===== config.mk =====
export PLATFORM = sky130hd
export DESIGN_NAME = alu_mc
export DESIGN_NICKNAME = d
export VERILOG_FILES = /design/src/rtl/alu_mc.sv
export SDC_FILE = /design/constraint.sdc
export NUM_CORES = 1
export LEC_CHECK = 0
export BUFFER_PORTS_ARGS = -buffer_cell sky130_fd_sc_hd__buf_2
export CORE_MARGIN = 2
export CORE_UTILIZATION = 50
export CTS_CLUSTER_DIAMETER = 50
export DETAILED_ROUTE_END_ITERATION = 6
export PLACE_DENSITY = 0.79
export SYNTH_ARGS = -nofsm -noshare
export SYNTH_HDL_FRONTEND = slang
export SYNTH_SLANG_ARGS = --single-unit

===== constraint.sdc =====
create_clock -name clk -period 0.8 [get_ports clk]
set_clock_uncertainty 0.05 [all_clocks]
set_input_delay 0.04 -clock clk [delete_from_list [all_inputs] [get_ports clk]]
set_output_delay 0.04 -clock clk [all_outputs]
set_load 0.05 [all_outputs]

===== src/rtl/alu_mc.sv =====
// alu_mc: multi-cycle ALU with start/busy/done handshake and held result.
// Define ALU_MUL_EN to build the shift-add multiply on opcode 1000.
module alu_mc #(
    parameter  int WIDTH = 32,
    localparam int SHW   = $clog2(WIDTH)
) (
    input  logic             clk,
    input  logic             rst_n,
    input  logic             start,
    input  logic [3:0]       O,
    input  logic [WIDTH-1:0] A,
    input  logic [WIDTH-1:0] B,
    output logic             busy,
    output logic             done,
    output logic [WIDTH-1:0] result,
    output logic             zero,
    output logic             err
);

    logic [WIDTH-1:0] res_c;
    logic             err_c;

    // Single-cycle opcode decode; unknown codes flag err
    always_comb begin
        res_c = '0;
        err_c = 1'b0;
        case (O)
            4'b0000: res_c = A & B;
            4'b0001: res_c = A | B;
            4'b0010: res_c = A + B;
            4'b0110: res_c = A - B;
            4'b0100: res_c = ~(A | B);
            4'b0111: res_c[0] = $signed(A) < $signed(B);
            4'b1011: res_c[0] = A < B;
            4'b0011: res_c = A ^ B;
            4'b0101: res_c = B >> A[SHW-1:0];
            4'b1101: res_c = B << A[SHW-1:0];
            default: err_c = 1'b1;
        endcase
    end

`ifdef ALU_MUL_EN
    typedef enum logic {
        IDLE,
        MUL
    } state_t;

    state_t           state;
    logic [WIDTH-1:0] acc;
    logic [WIDTH-1:0] a_sh;
    logic [WIDTH-1:0] b_sh;
    logic [WIDTH-1:0] acc_nxt;
    logic [SHW-1:0]   cnt;

    // Only the low half is kept, so bits shifted out of a_sh never matter
    assign acc_nxt = acc + (b_sh[0] ? a_sh : '0);

    // Control FSM: single-cycle ops finish in IDLE, mul walks WIDTH steps
    always_ff @(posedge clk or negedge rst_n) begin
        if (!rst_n) begin
            state  <= IDLE;
            busy   <= 1'b0;
            done   <= 1'b0;
            result <= '0;
            zero   <= 1'b1;
            err    <= 1'b0;
            acc    <= '0;
            a_sh   <= '0;
            b_sh   <= '0;
            cnt    <= '0;
        end else begin
            done <= 1'b0;
            case (state)
                IDLE: begin
                    if (start) begin
                        if (O == 4'b1000) begin
                            a_sh  <= A;
                            b_sh  <= B;
                            acc   <= '0;
                            cnt   <= '0;
                            busy  <= 1'b1;
                            state <= MUL;
                        end else begin
                            result <= res_c;
                            zero   <= (res_c == '0);
                            err    <= err_c;
                            done   <= 1'b1;
                        end
                    end
                end
                MUL: begin
                    a_sh <= a_sh << 1;
                    b_sh <= b_sh >> 1;
                    // Last step writes its sum straight to result
                    if (cnt == SHW'(WIDTH - 1)) begin
                        result <= acc_nxt;
                        zero   <= (acc_nxt == '0);
                        err    <= 1'b0;
                        done   <= 1'b1;
                        busy   <= 1'b0;
                        state  <= IDLE;
                    end else begin
                        acc <= acc_nxt;
                        cnt <= cnt + SHW'(1);
                    end
                end
                default: state <= IDLE;
            endcase
        end
    end
`else
    assign busy = 1'b0;

    // Every op is single-cycle: latch result on the start edge
    always_ff @(posedge clk or negedge rst_n) begin
        if (!rst_n) begin
            done   <= 1'b0;
            result <= '0;
            zero   <= 1'b1;
            err    <= 1'b0;
        end else begin
            done <= 1'b0;
            if (start) begin
                result <= res_c;
                zero   <= (res_c == '0);
                err    <= err_c;
                done   <= 1'b1;
            end
        end
    end
`endif

endmodule

==> results of run 1 <==
[synthesized netlist by cell type, drive strengths merged, types with 13 or more instances]
library cell  count
ha               99
a22oi            16
nor2            151
nand2           129
clkbuf           71
nand2b           21
xnor2            16
a221oi           18
o221ai           20
o211ai           26
o22ai            16
dfrtp            34
a21oi           120
mux2             27
nand4            20
o21ai            65
mux4             47
a31oi            27
nor3             42
mux2i            65
nor4             16
a211oi           28
inv              93
buf              53
nor2b            23
nand3            29
a2111oi          13
[metrics by stage]
stage | TNS [ns] | utilization | hold slack (ns)
global placement | -70.73 | 0.7518 | -0.1233
CTS | -57.93 | 0.8823 | 0.1194
floorplan | -56.85 | - | -0.3056
detailed placement | -72.76 | 0.7518 | -0.1200
[kinds of logic after synthesis]
kind of cell	count (synthesis)	synth area share
flops	35	0.07918
mux	139	0.1836
other cells	1	0.0003385
buf+inv	219	0.08675
fa+ha+maj	101	0.1154
simple gates	500	0.2191
compound gates	477	0.3006
xor+xnor	19	0.01502
[what timing repair did]
action / in CTS
endpoints found under the setup margin: 69
endpoints found under the hold margin: 35
gates resized for setup: 445
hold buffers: 1
pin swaps: 99
setup buffers: 93
cloned: 6
[layer usage]
layer / GRT overflow / track usage
met5: 0 / 0.2029
met4: 72 / 0.8461
met3: 3 / 0.6527
met2: 68 / 0.9669
met1: 0 / 0.8057
==> results.py, run 1 <==
metrics = {
    "run_status": {
        "status": "did not finish",
        "lastStage": "global routing (5_1_grt)",
        "error": "[ERROR GRT-0232] Routing congestion too high. Check the congestion heatmap in the GUI.",
    },
    "cts": {
        "cts_made_buffers": 5,
        "clock-sinks": 35,
        "clockRootBuffer": "clkbuf_16",
        "cts_buffer_depth": 2,
        "htreeDepth": 2,
    },
    "placement": {
        "dpl_cell_area_um2": 16360,
        "dpl.hpwl_um": 49250,
        "place_congestion": 1.102,
        "port_buffers": 105,
        "dp_cells": 2371,
        "post-place-ws_ns": -3.005,
    },
    "logic_synthesis": {
        "synth_top_cell_area_share": 0.1118,
        "ys_types": 94,
        "ys.flop_type": "dfrtp_1",
        "seq_area_frac_synth": 0.07918,
        "syn_inst": 1491,
        "yosys_warnings": 0,
        "synthTopCellsByArea": "ha_1 (11%), mux4_2 (9.4%), dfrtp_1 (7.7%), mux2i_1 (5.8%), a21oi_1 (5.4%)",
        "synth-seq-cells": 35,
        "async_flop_share": 1.000,
        "synth_edf_count": 0,
        "netlist_area_um2": 11080,
        "syn_nets": 1663,
        "yosysTopAreaCell": "ha_1",
        "synth_area_per_cell_um2": 7.429,
    },
    "global_route": {
        "grt_max_degree": 49,
        "grtUsageTotal": 0.8066,
        "overflow": 143,
    },
    "sta": {
        "worst-ep-kind": "sequential cell input",
        "worst_endpoint": "zero$_DFFE_PN1P_/D",
    },
    "floorplanning": {
        "die_x_um": 152.8,
        "initial_core_util": 0.5091,
        "die_h_um": 152.8,
        "rows": 54,
        "pin_count": 107,
    },
}
==> inputs of run 2 (changes only) <==
--- a/config.mk
+++ b/config.mk
@@ -7,10 +7,9 @@
 export LEC_CHECK = 0
 export BUFFER_PORTS_ARGS = -buffer_cell sky130_fd_sc_hd__buf_2
 export CORE_MARGIN = 2
-export CORE_UTILIZATION = 50
-export CTS_CLUSTER_DIAMETER = 50
+export CORE_UTILIZATION = 35
 export DETAILED_ROUTE_END_ITERATION = 6
-export PLACE_DENSITY = 0.79
+export PLACE_DENSITY_LB_ADDON = 0.15
 export SYNTH_ARGS = -nofsm -noshare
 export SYNTH_HDL_FRONTEND = slang
 export SYNTH_SLANG_ARGS = --single-unit
==> constraint.sdc (replaced) <==
create_clock -name clk -period 1 [get_ports clk]
set_clock_uncertainty 0.05 [all_clocks]
set_input_delay 0.05 -clock clk [delete_from_list [all_inputs] [get_ports clk]]
set_output_delay 0.05 -clock clk [all_outputs]
set_load 0.05 [all_outputs]
==> run 2 against run 1 <==
The flow now finishes, with violations (setup timing). Synthesized area stayed put. Synthesized cell count did not move.
==> results.py, run 2 <==
metrics = {
    "layout": {
        "largest_reg_flops": 32,
        "areaGrowthSynthToFinish_pct": 77.10,
        "fin_util": 0.6249,
        "layout_common_cells": "buf_4 (634), nor2_1 (135), nand2_1 (118), a21oi_1 (75), inv_1 (67)",
        "top_register": "result",
        "num-fill-cells": 2779,
        "multi_input_area_um2": 11280,
        "layout_commonest_cell": "buf_4",
        "nNetsFinal": 2342,
        "drive_gt1_frac": 0.5518,
        "register_area_um2": 877.1,
    },
    "logic_synthesis": {
        "syn_nets": 1663,
        "synth_edf_count": 0,
        "netlist_area_um2": 11080,
        "ys_types": 94,
        "seq_area_frac_synth": 0.07918,
        "yosysTopAreaCell": "ha_1",
        "async_flop_share": 1.000,
        "synth.most_common_cell": "nor2_1",
        "synth-seq-cells": 35,
        "synth_top_cell_area_share": 0.1118,
        "synthTopCellsByArea": "ha_1 (11%), mux4_2 (9.4%), dfrtp_1 (7.7%), mux2i_1 (5.8%), a21oi_1 (5.4%)",
        "syn_inst": 1491,
        "synthTopCellsByCount": "nor2_1 (149), nand2_1 (129), a21oi_1 (119)",
        "synth_area_per_cell_um2": 7.429,
        "ys.flop_type": "dfrtp_1",
        "yosys_warnings": 0,
    },
    "sta": {
        "max_freq_mhz": 310.5,
        "relSlewSlack": 0.4785,
        "layout_worst_path_cycle_share": 3.221,
        "tightest_slew_ns": 0.7787,
        "setup_viol": 34,
        "rsz0062_at_grt": "true",
        "maxSlewViolCount": 0,
        "fin_ws_ns": -2.221,
        "hold_ws_ns": 0.1825,
        "final_hold_viol_count": 0,
        "min_period_ns": 3.221,
    },
    "floorplanning": {
        "pin_count": 107,
        "dieArea_um2": 33090,
        "die_x_um": 181.9,
        "rows": 65,
        "core_um2": 31390,
        "initial_core_util": 0.3528,
        "die_h_um": 181.9,
    },
    "critical_path": {
        "cp-start-kind": "input pin",
        "end_kind": "register",
        "critical_path_class": "in2reg",
        "crit_required_ns": 1.13,
        "r2r-start": "result[17]",
        "r2r_slack_ns": 0.06,
        "arrival_ns": 3.35,
        "worst_r2r_path_depth": 2,
        "rr_endpoint": "result[17]",
        "cp_max_fo": 22,
    },
    "pwr": {
        "cellPowerDensity_nw_per_um2": 794.4,
        "p_leak_nw": 8.700,
        "irDropWorstVdd_mv": 0.8391,
    },
    "detailed_routing": {
        "finalWirelength_um": 66080,
        "viasPerCell": 6.083,
        "vias": 15670,
        "drt_iter0_drc": 1699,
        "drc": 0,
        "wl_per_cell_um": 25.66,
        "drtPass1Iterations": 5,
        "ant_nets": 0,
    },
    "cts": {
        "cts_made_buffers": 5,
        "cts_buffer_depth": 2,
        "clockRootBuffer": "clkbuf_16",
        "htreeDepth": 2,
        "clock-sinks": 35,
        "worstSkewPairLatency_ns": 0.28,
        "cts_tree": "done",
        "clkTransAtPathRegs_ns": 0.05,
    },
    "placement": {
        "post-place-ws_ns": -2.851,
        "port_buffers": 105,
        "place_congestion": 1.036,
        "dpl.hpwl_um": 53040,
    },
    "global_route": {
        "grt_pass1_wl_um": 96120,
        "grtUsageTotal": 0.3857,
        "antenna_found_initial": 2,
        "grt_max_degree": 49,
        "grt_pass1_vias": 15140,
        "overflow": 0,
    },
    "flow_run": {
        "maxCapViolCount": 0,
    },
    "run_status": {
        "violations": "setup timing",
        "status": "complete, but fails checks",
    },
    "min_path": {
        "hold_path.class": "in2async",
    },
}
-- run 2: cell counts after synthesis --
Identical to the previous run, type by type.
-- run 2: logic make-up after synthesis --
group                      after synthesis  share of synthesized area
xor gates and xnor gates                19                    0.01502
muxes                                  139                     0.1836
and+or+nand+nor                        500                     0.2191
DFF                                     35                    0.07918
other                                    1                  0.0003385
adders and majority gates              101                     0.1154
buffers and inverters                  219                    0.08675
AOI/OAI and AO/OA                      477                     0.3006
-- run 2: what timing repair did --
item,CTS,global route
gates cloned,3,0
endpoints found under the setup margin,42,47
setup buffers,55,21
pin swaps,115,71
gates resized for setup,368,161
hold endpoints to repair,35,0
hold buffers,1,0
-- run 2: worst max-delay path by stage --
stage	from	endpoint	cells past startpoint
2_1_floorplan	A[0]	zero	18
3_3_place_gp	A[0]	zero	18
3_5_place_dp	A[0]	zero	18
4_1_cts	A[0]	zero	14
5_1_grt	A[0]	zero	18
6_report	A[0]	zero	15
-- run 2: layer usage --
metal,up-vias,global-route usage,wire length [µm]
met4,0,0.1552,2840
met1,7607,0.5103,27600
met5,-,0,0
met2,866,0.6190,29820
met3,172,0.07280,5816
li1,7020,-,-
-- run 2: worst max-delay path, cell delays in order --
cell and delay, ns:
buf_12 0.10, buf_6 0.26, buf_8 0.25, mux2i_1 0.32, nor3_1 0.07, or3_1 0.44
a221oi_2 0.41, buf_4 0.18, nand2_1 0.06, o32ai_2 0.33, nand3_1 0.14, nor4_2 0.27
buf_4 0.15, nand4_1 0.09, o41ai_2 0.22
-- run 2: through the flow --
stage / cells / TNS [ns] / power [mW] / area [µm²]
global route: 2573 / -51.04 / 16.25 / 19610
CTS: 2562 / -47.65 / 14.72 / 18850
floorplan: 1491 / -50.41 / 6.856 / 11570
finish: 2575 / -49.14 / 15.59 / 19620
detailed placement: 2510 / -68.35 / 11.84 / 16670
global placement: 2510 / -67.22 / 11.79 / 16670
-- run 2: final cells by class --
type / count / area share
antenna: 2 / 0.0002551
clock inverter: 1 / 0.0002551
multi-input combinational: 1237 / 0.5750
clock buffer: 7 / 0.006761
tap: 402 / 0.02564
sequential: 35 / 0.04471
inverter: 95 / 0.02162
timing repair buffer: 796 / 0.3258
-- run 2: where the power goes --
| part | switching (mW) | internal [mW] | total, mW |
|---|---|---|---|
| Sequential | 0.0991 | 1.61 | 1.71 |
| Clock | 0.519 | 0.917 | 1.44 |
| Combinational | 6.73 | 5.70 | 12.4 |
No activity file was read; power rests on OpenSTA's default activity.
==> inputs of run 3 (changes only) <==
--- a/config.mk
+++ b/config.mk
@@ -9,7 +9,9 @@
 export CORE_MARGIN = 2
 export CORE_UTILIZATION = 35
 export DETAILED_ROUTE_END_ITERATION = 6
+export GPL_TIMING_DRIVEN = 0
 export PLACE_DENSITY_LB_ADDON = 0.15
+export SETUP_SLACK_MARGIN = 0.5
 export SYNTH_ARGS = -nofsm -noshare
 export SYNTH_HDL_FRONTEND = slang
 export SYNTH_SLANG_ARGS = --single-unit
==> run 3 against run 2 <==
The run ends with hold timing, setup timing left. Flip-flop and latch count unchanged. Hold slack got worse by 0.48 ns. Cell count decreased by 17%. Critical path type unchanged.
==> results.py, run 3 (same netlist as run 2, synthesis figures left out) <==
metrics = {
    "floorplanning": {
        "die_x_um": 181.9,
        "initial_core_util": 0.3528,
        "pin_count": 107,
        "rows": 65,
        "die_h_um": 181.9,
        "core_um2": 31390,
        "dieArea_um2": 33090,
    },
    "detailed_routing": {
        "finalWirelength_um": 69600,
        "ant_nets": 0,
        "viasPerCell": 6.737,
        "vias": 14320,
        "wl_per_cell_um": 32.74,
        "drc": 0,
        "drt_iter0_drc": 1801,
        "drtPass1Iterations": 6,
    },
    "sta": {
        "setup_viol": 34,
        "rsz0062_at_grt": "true",
        "maxSlewViolCount": 0,
        "max_freq_mhz": 261.3,
        "fin_ws_ns": -2.827,
        "min_period_ns": 3.827,
        "layout_worst_path_cycle_share": 3.827,
        "relSlewSlack": 0.2657,
        "final_hold_viol_count": 35,
        "tightest_slew_ns": 1.074,
        "hold_ws_ns": -0.2999,
    },
    "layout": {
        "drive_gt1_frac": 0.3991,
        "layout_commonest_cell": "nor2_1",
        "register_area_um2": 919.6,
        "layout_common_cells": "nor2_1 (135), nand2_1 (123), buf_4 (105), a21oi_1 (91), ha_1 (89)",
        "largest_reg_flops": 32,
        "multi_input_area_um2": 10900,
        "num-fill-cells": 3048,
        "final_area_um2": 16090,
        "areaGrowthSynthToFinish_pct": 45.22,
        "fin_util": 0.5124,
        "top_register": "result",
        "antenna_cells": 0,
        "nNetsFinal": 1895,
    },
    "placement": {
        "dpl_cell_area_um2": 12680,
        "port_buffers": 105,
        "place_congestion": 1.045,
        "post-place-ws_ns": -4.192,
        "dpl.hpwl_um": 54500,
    },
    "run_status": {
        "status": "complete, but fails checks",
        "violations": "hold timing, setup timing",
    },
    "critical_path": {
        "rr_endpoint": "result[17]",
        "r2r_slack_ns": 0.02,
        "critical_path_class": "in2reg",
        "cp_cell_sequence": "buf_8, buf_12, clkinv_8, buf_12, buf_12, buf_12, ha_4, fa_2, o21bai_4, o211ai_1, a31oi_4, a211oi_4, a21oi_2, a221o_1, a21oi_2, nand4_1, nor4_2, nand4_1, o41ai_2",
        "slowest_delay_ns": 0.57,
        "cp-start-kind": "input pin",
        "worst_r2r_path_depth": 2,
        "crit_required_ns": 1.14,
        "end_kind": "register",
        "crit_slowest_cell": "o211ai_1",
        "cpMostUsedCell": "buf_12",
        "r2r-start": "result[17]",
        "cp_max_fo": 5,
        "arrival_ns": 3.96,
    },
    "global_route": {
        "grtUsageTotal": 0.4060,
        "grt_pass1_wl_um": 98020,
        "antenna_found_initial": 0,
        "grt_pass1_vias": 13710,
        "overflow": 0,
        "grt_max_degree": 36,
    },
    "pwr": {
        "p_leak_nw": 6.441,
        "irDropWorstVdd_mv": 0.8515,
        "clock_power_share": 0.104,
        "combinationalPowerShare": 0.766,
        "seqPwrFrac": 0.130,
        "cellPowerDensity_nw_per_um2": 874.6,
        "swShare": 0.5130,
        "p_switching_mw": 7.217,
        "intPower_mw": 6.851,
    },
    "cts": {
        "cts_made_buffers": 5,
        "clkTransAtPathRegs_ns": 0.05,
        "clockRootBuffer": "clkbuf_16",
        "htreeDepth": 2,
        "clock-sinks": 35,
        "cts_buffer_depth": 2,
        "cts_tree": "done",
        "worstSkewPairLatency_ns": 0.28,
    },
    "flow_run": {
        "maxCapViolCount": 0,
    },
    "min_path": {
        "hold_path.class": "in2async",
    },
}
## run 3: worst max-delay path, delay by kind of cell
| family | cells | cell delay, ns |
|---|---|---|
| buffers and inverters | 6 | 0.54 |
| AO/OA/AOI/OAI | 8 | 2.29 |
| adder cells (fa/ha/maj) | 2 | 0.38 |
| AND/OR/NAND/NOR | 3 | 0.68 |
## run 3: stage by stage
step / TNS [ns] / cells / power (mW)
global placement: -101.68 / 1998 / 9.739
detailed placement: -92.09 / 1999 / 9.691
floorplan: -50.46 / 1491 / 6.910
global route: -63.91 / 2126 / 14.54
CTS: -61.28 / 2084 / 12.97
finish: -62.45 / 2126 / 14.07
## run 3: how the worst max path moves through the flow
stage                end  cells past startpoint  slack [ns]  from
floorplan           zero                     18       -2.48  A[0]
global placement    zero                     11       -4.19  O[0]
detailed placement  zero                     15       -4.19  A[2]
CTS                 zero                     20       -2.88  A[0]
global route        zero                     20       -2.93  A[0]
finish              zero                     19       -2.83  A[0]
## run 3: metal layers
layer	track usage	wire (µm)	vias up
met3	0.05716	6469	210
met2	0.6746	32020	983
met1	0.5177	27040	7016
li1	-	-	6114
met4	0.1974	4068	0
met5	0	0	-
## run 3: power groups by stage
stage | logic, mW | clock network, mW | registers, mW
final | 10.8 | 1.47 | 1.82
after global routing | 11.2 | 1.54 | 1.85
after CTS | 9.67 | 1.49 | 1.80
after detailed placement | 7.93 | 0 | 1.76
after global placement | 7.98 | 0 | 1.75
after floorplan | 4.44 | 0 | 2.47
## run 3: what timing repair did
item / in CTS / in global routing
hold endpoints to repair: 35 / 35
pin swaps: 61 / 59
setup endpoints to repair: 69 / 103
gates cloned: 0 / 0
gates resized for setup: 406 / 153
setup buffers: 77 / 42
## run 3: cell type report
cell class / instances / area share
multi-input cells: 1237 / 0.6777
repair buffers: 225 / 0.1254
plain buffers: 124 / 0.07553
flip-flops and latches: 35 / 0.05717
well taps: 402 / 0.03127
inverters: 95 / 0.02442
clock buffers: 7 / 0.008245
clock inverters: 1 / 0.0003111
==> inputs of run 4 (changes only) <==
==> constraint.sdc (replaced) <==
create_clock -name clk -period 1 [get_ports clk]
set_clock_uncertainty 0.05 [all_clocks]
set_input_delay 0.1 -clock clk [delete_from_list [all_inputs] [get_ports clk]]
set_output_delay 0.1 -clock clk [all_outputs]
set_load 0.05 [all_outputs]
==> run 4 against run 3 <==
The run still ends with hold timing, setup timing left. First-iteration DRC count increased by 5.3%. Setup slack worse by 0.080 ns. Cell count hardly changed. Via count rose by 0.11%. Hold slack gained 0.014 ns. Die area unchanged. Highest routed layer unchanged.
==> results.py, run 4 (same netlist as run 2, synthesis figures left out) <==
metrics = {
    "layout": {
        "final_area_um2": 16000,
        "top_register": "result",
        "layout_common_cells": "nor2_1 (135), nand2_1 (123), buf_4 (106), a21oi_1 (91), ha_1 (89)",
        "layout_commonest_cell": "nor2_1",
        "largest_reg_flops": 32,
        "num-fill-cells": 3067,
        "nNetsFinal": 1894,
        "multi_input_area_um2": 10890,
        "register_area_um2": 919.6,
        "areaGrowthSynthToFinish_pct": 44.47,
        "antenna_cells": 0,
        "drive_gt1_frac": 0.3987,
    },
    "floorplanning": {
        "pin_count": 107,
        "die_h_um": 181.9,
        "initial_core_util": 0.3528,
        "die_x_um": 181.9,
        "core_um2": 31390,
        "dieArea_um2": 33090,
        "rows": 65,
    },
    "cts": {
        "cts_tree": "done",
        "clock-sinks": 35,
        "clkTransAtPathRegs_ns": 0.05,
        "clockRootBuffer": "clkbuf_16",
        "htreeDepth": 2,
        "cts_buffer_depth": 2,
        "cts_made_buffers": 5,
        "worstSkewPairLatency_ns": 0.28,
    },
    "detailed_routing": {
        "ant_nets": 0,
        "drc": 0,
        "finalWirelength_um": 69600,
        "viasPerCell": 6.748,
        "vias": 14340,
        "wl_per_cell_um": 32.75,
        "drt_iter0_drc": 1896,
        "drtPass1Iterations": 6,
    },
    "sta": {
        "tightest_slew_ns": 1.047,
        "setup_viol": 35,
        "fin_ws_ns": -2.907,
        "max_freq_mhz": 256.0,
        "maxSlewViolCount": 0,
        "relSlewSlack": 0.2842,
        "final_hold_viol_count": 35,
        "rsz0062_at_grt": "true",
        "layout_worst_path_cycle_share": 3.907,
        "setup_tns_ns": -64.44,
        "min_period_ns": 3.907,
        "hold_ws_ns": -0.2856,
    },
    "critical_path": {
        "cp_max_fo": 5,
        "worst_r2r_path_depth": 2,
        "r2r_slack_ns": 0.02,
        "arrival_ns": 4.04,
        "cp-start-kind": "input pin",
        "rr_endpoint": "result[17]",
        "end_kind": "register",
        "critical_path_class": "in2reg",
        "crit_required_ns": 1.13,
        "r2r-start": "result[17]",
    },
    "placement": {
        "place_congestion": 1.045,
        "dpl_cell_area_um2": 12680,
        "dpl.hpwl_um": 54500,
        "port_buffers": 105,
    },
    "global_route": {
        "grt_pass1_wl_um": 98080,
        "grt_max_degree": 36,
        "grtUsageTotal": 0.4057,
        "overflow": 0,
        "grt_pass1_vias": 13710,
        "antenna_found_initial": 0,
    },
    "pwr": {
        "cellPowerDensity_nw_per_um2": 873.0,
        "irDropWorstVdd_mv": 0.8331,
        "p_leak_nw": 6.415,
    },
    "run_status": {
        "status": "complete, but fails checks",
        "violations": "hold timing, setup timing",
    },
    "flow_run": {
        "maxCapViolCount": 0,
    },
    "min_path": {
        "hold_path.class": "in2async",
    },
}
## run 4: changes by cell type in the layout (fill, tap and decap cells not counted)
| cell | delta |
|---|---|
| buf_4 | +1 |
| nor2_2 | +1 |
| clkbuf_2 | +1 |
| a31oi_2 | -1 |
| buf_6 | +14 |
| a31oi_1 | +1 |
| clkbuf_1 | -1 |
| buf_8 | -14 |
| buf_12 | -1 |
| nor2_4 | -1 |
| clkbuf_4 | -1 |
## run 4: worst max path at each step
stage,startpoint,to,cells past startpoint
2_1_floorplan,A[0],zero,18
3_3_place_gp,O[0],zero,11
3_5_place_dp,A[2],zero,15
4_1_cts,A[0],zero,20
5_1_grt,A[0],zero,20
6_report,A[0],zero,19
## run 4: worst max-delay path, stage by stage
cell	delay (ns)
buf_8	0.10
buf_12	0.13
clkinv_8	0.04
buf_12	0.08
buf_12	0.09
buf_12	0.10
ha_4	0.14
fa_2	0.24
o21bai_4	0.07
o211ai_1	0.56
a31oi_4	0.22
a211oi_4	0.51
a21oi_2	0.15
a221o_1	0.38
a21oi_2	0.19
nand4_1	0.17
nor4_2	0.36
nand4_1	0.17
o41ai_2	0.23
## run 4: final cells by class
type                       instances  area share
buffer                           124     0.07600
clock buffer                       7    0.008288
clock inverter                     1   0.0003127
inverter                          95     0.02455
multi-input combinational       1237      0.6805
sequential                        35     0.05747
tap                              402     0.03143
timing repair buffer             224      0.1215
## run 4: where the power goes
group	internal (mW)	switching (mW)
Sequential	1.65	0.162
Combinational	4.22	6.49
Clock	0.918	0.531
Total	6.78	7.19
## run 4: per-stage QoR
step           std cells  total power [mW]  utilization  setup WS (ns)  hold slack (ns)
2_1_floorplan       1491             6.910            -         -2.530          -0.2456
3_3_place_gp        1998             9.739       0.4035         -4.241           0.1639
3_5_place_dp        1999             9.691       0.4039         -4.242           0.1650
4_1_cts             2084             13.00       0.4827         -2.930          -0.2736
5_1_grt             2125             14.44       0.5098         -2.984          -0.2433
6_report            2125             13.97       0.5098         -2.907          -0.2856
## run 4: repair_timing
item / CTS / global route
hold endpoints to repair: 35 / 35
setup endpoints to repair: 103 / 69
gates resized for setup: 413 / 131
buffers inserted: 77 / 41
pin swaps: 61 / 61
## run 4: routing by layer
metal,track usage,up-vias,part of all wire
met5,0,-,0
met4,0.1977,0,0.058
met3,0.05495,224,0.091
met2,0.6740,978,0.46
met1,0.5187,7027,0.39
li1,-,6110,-
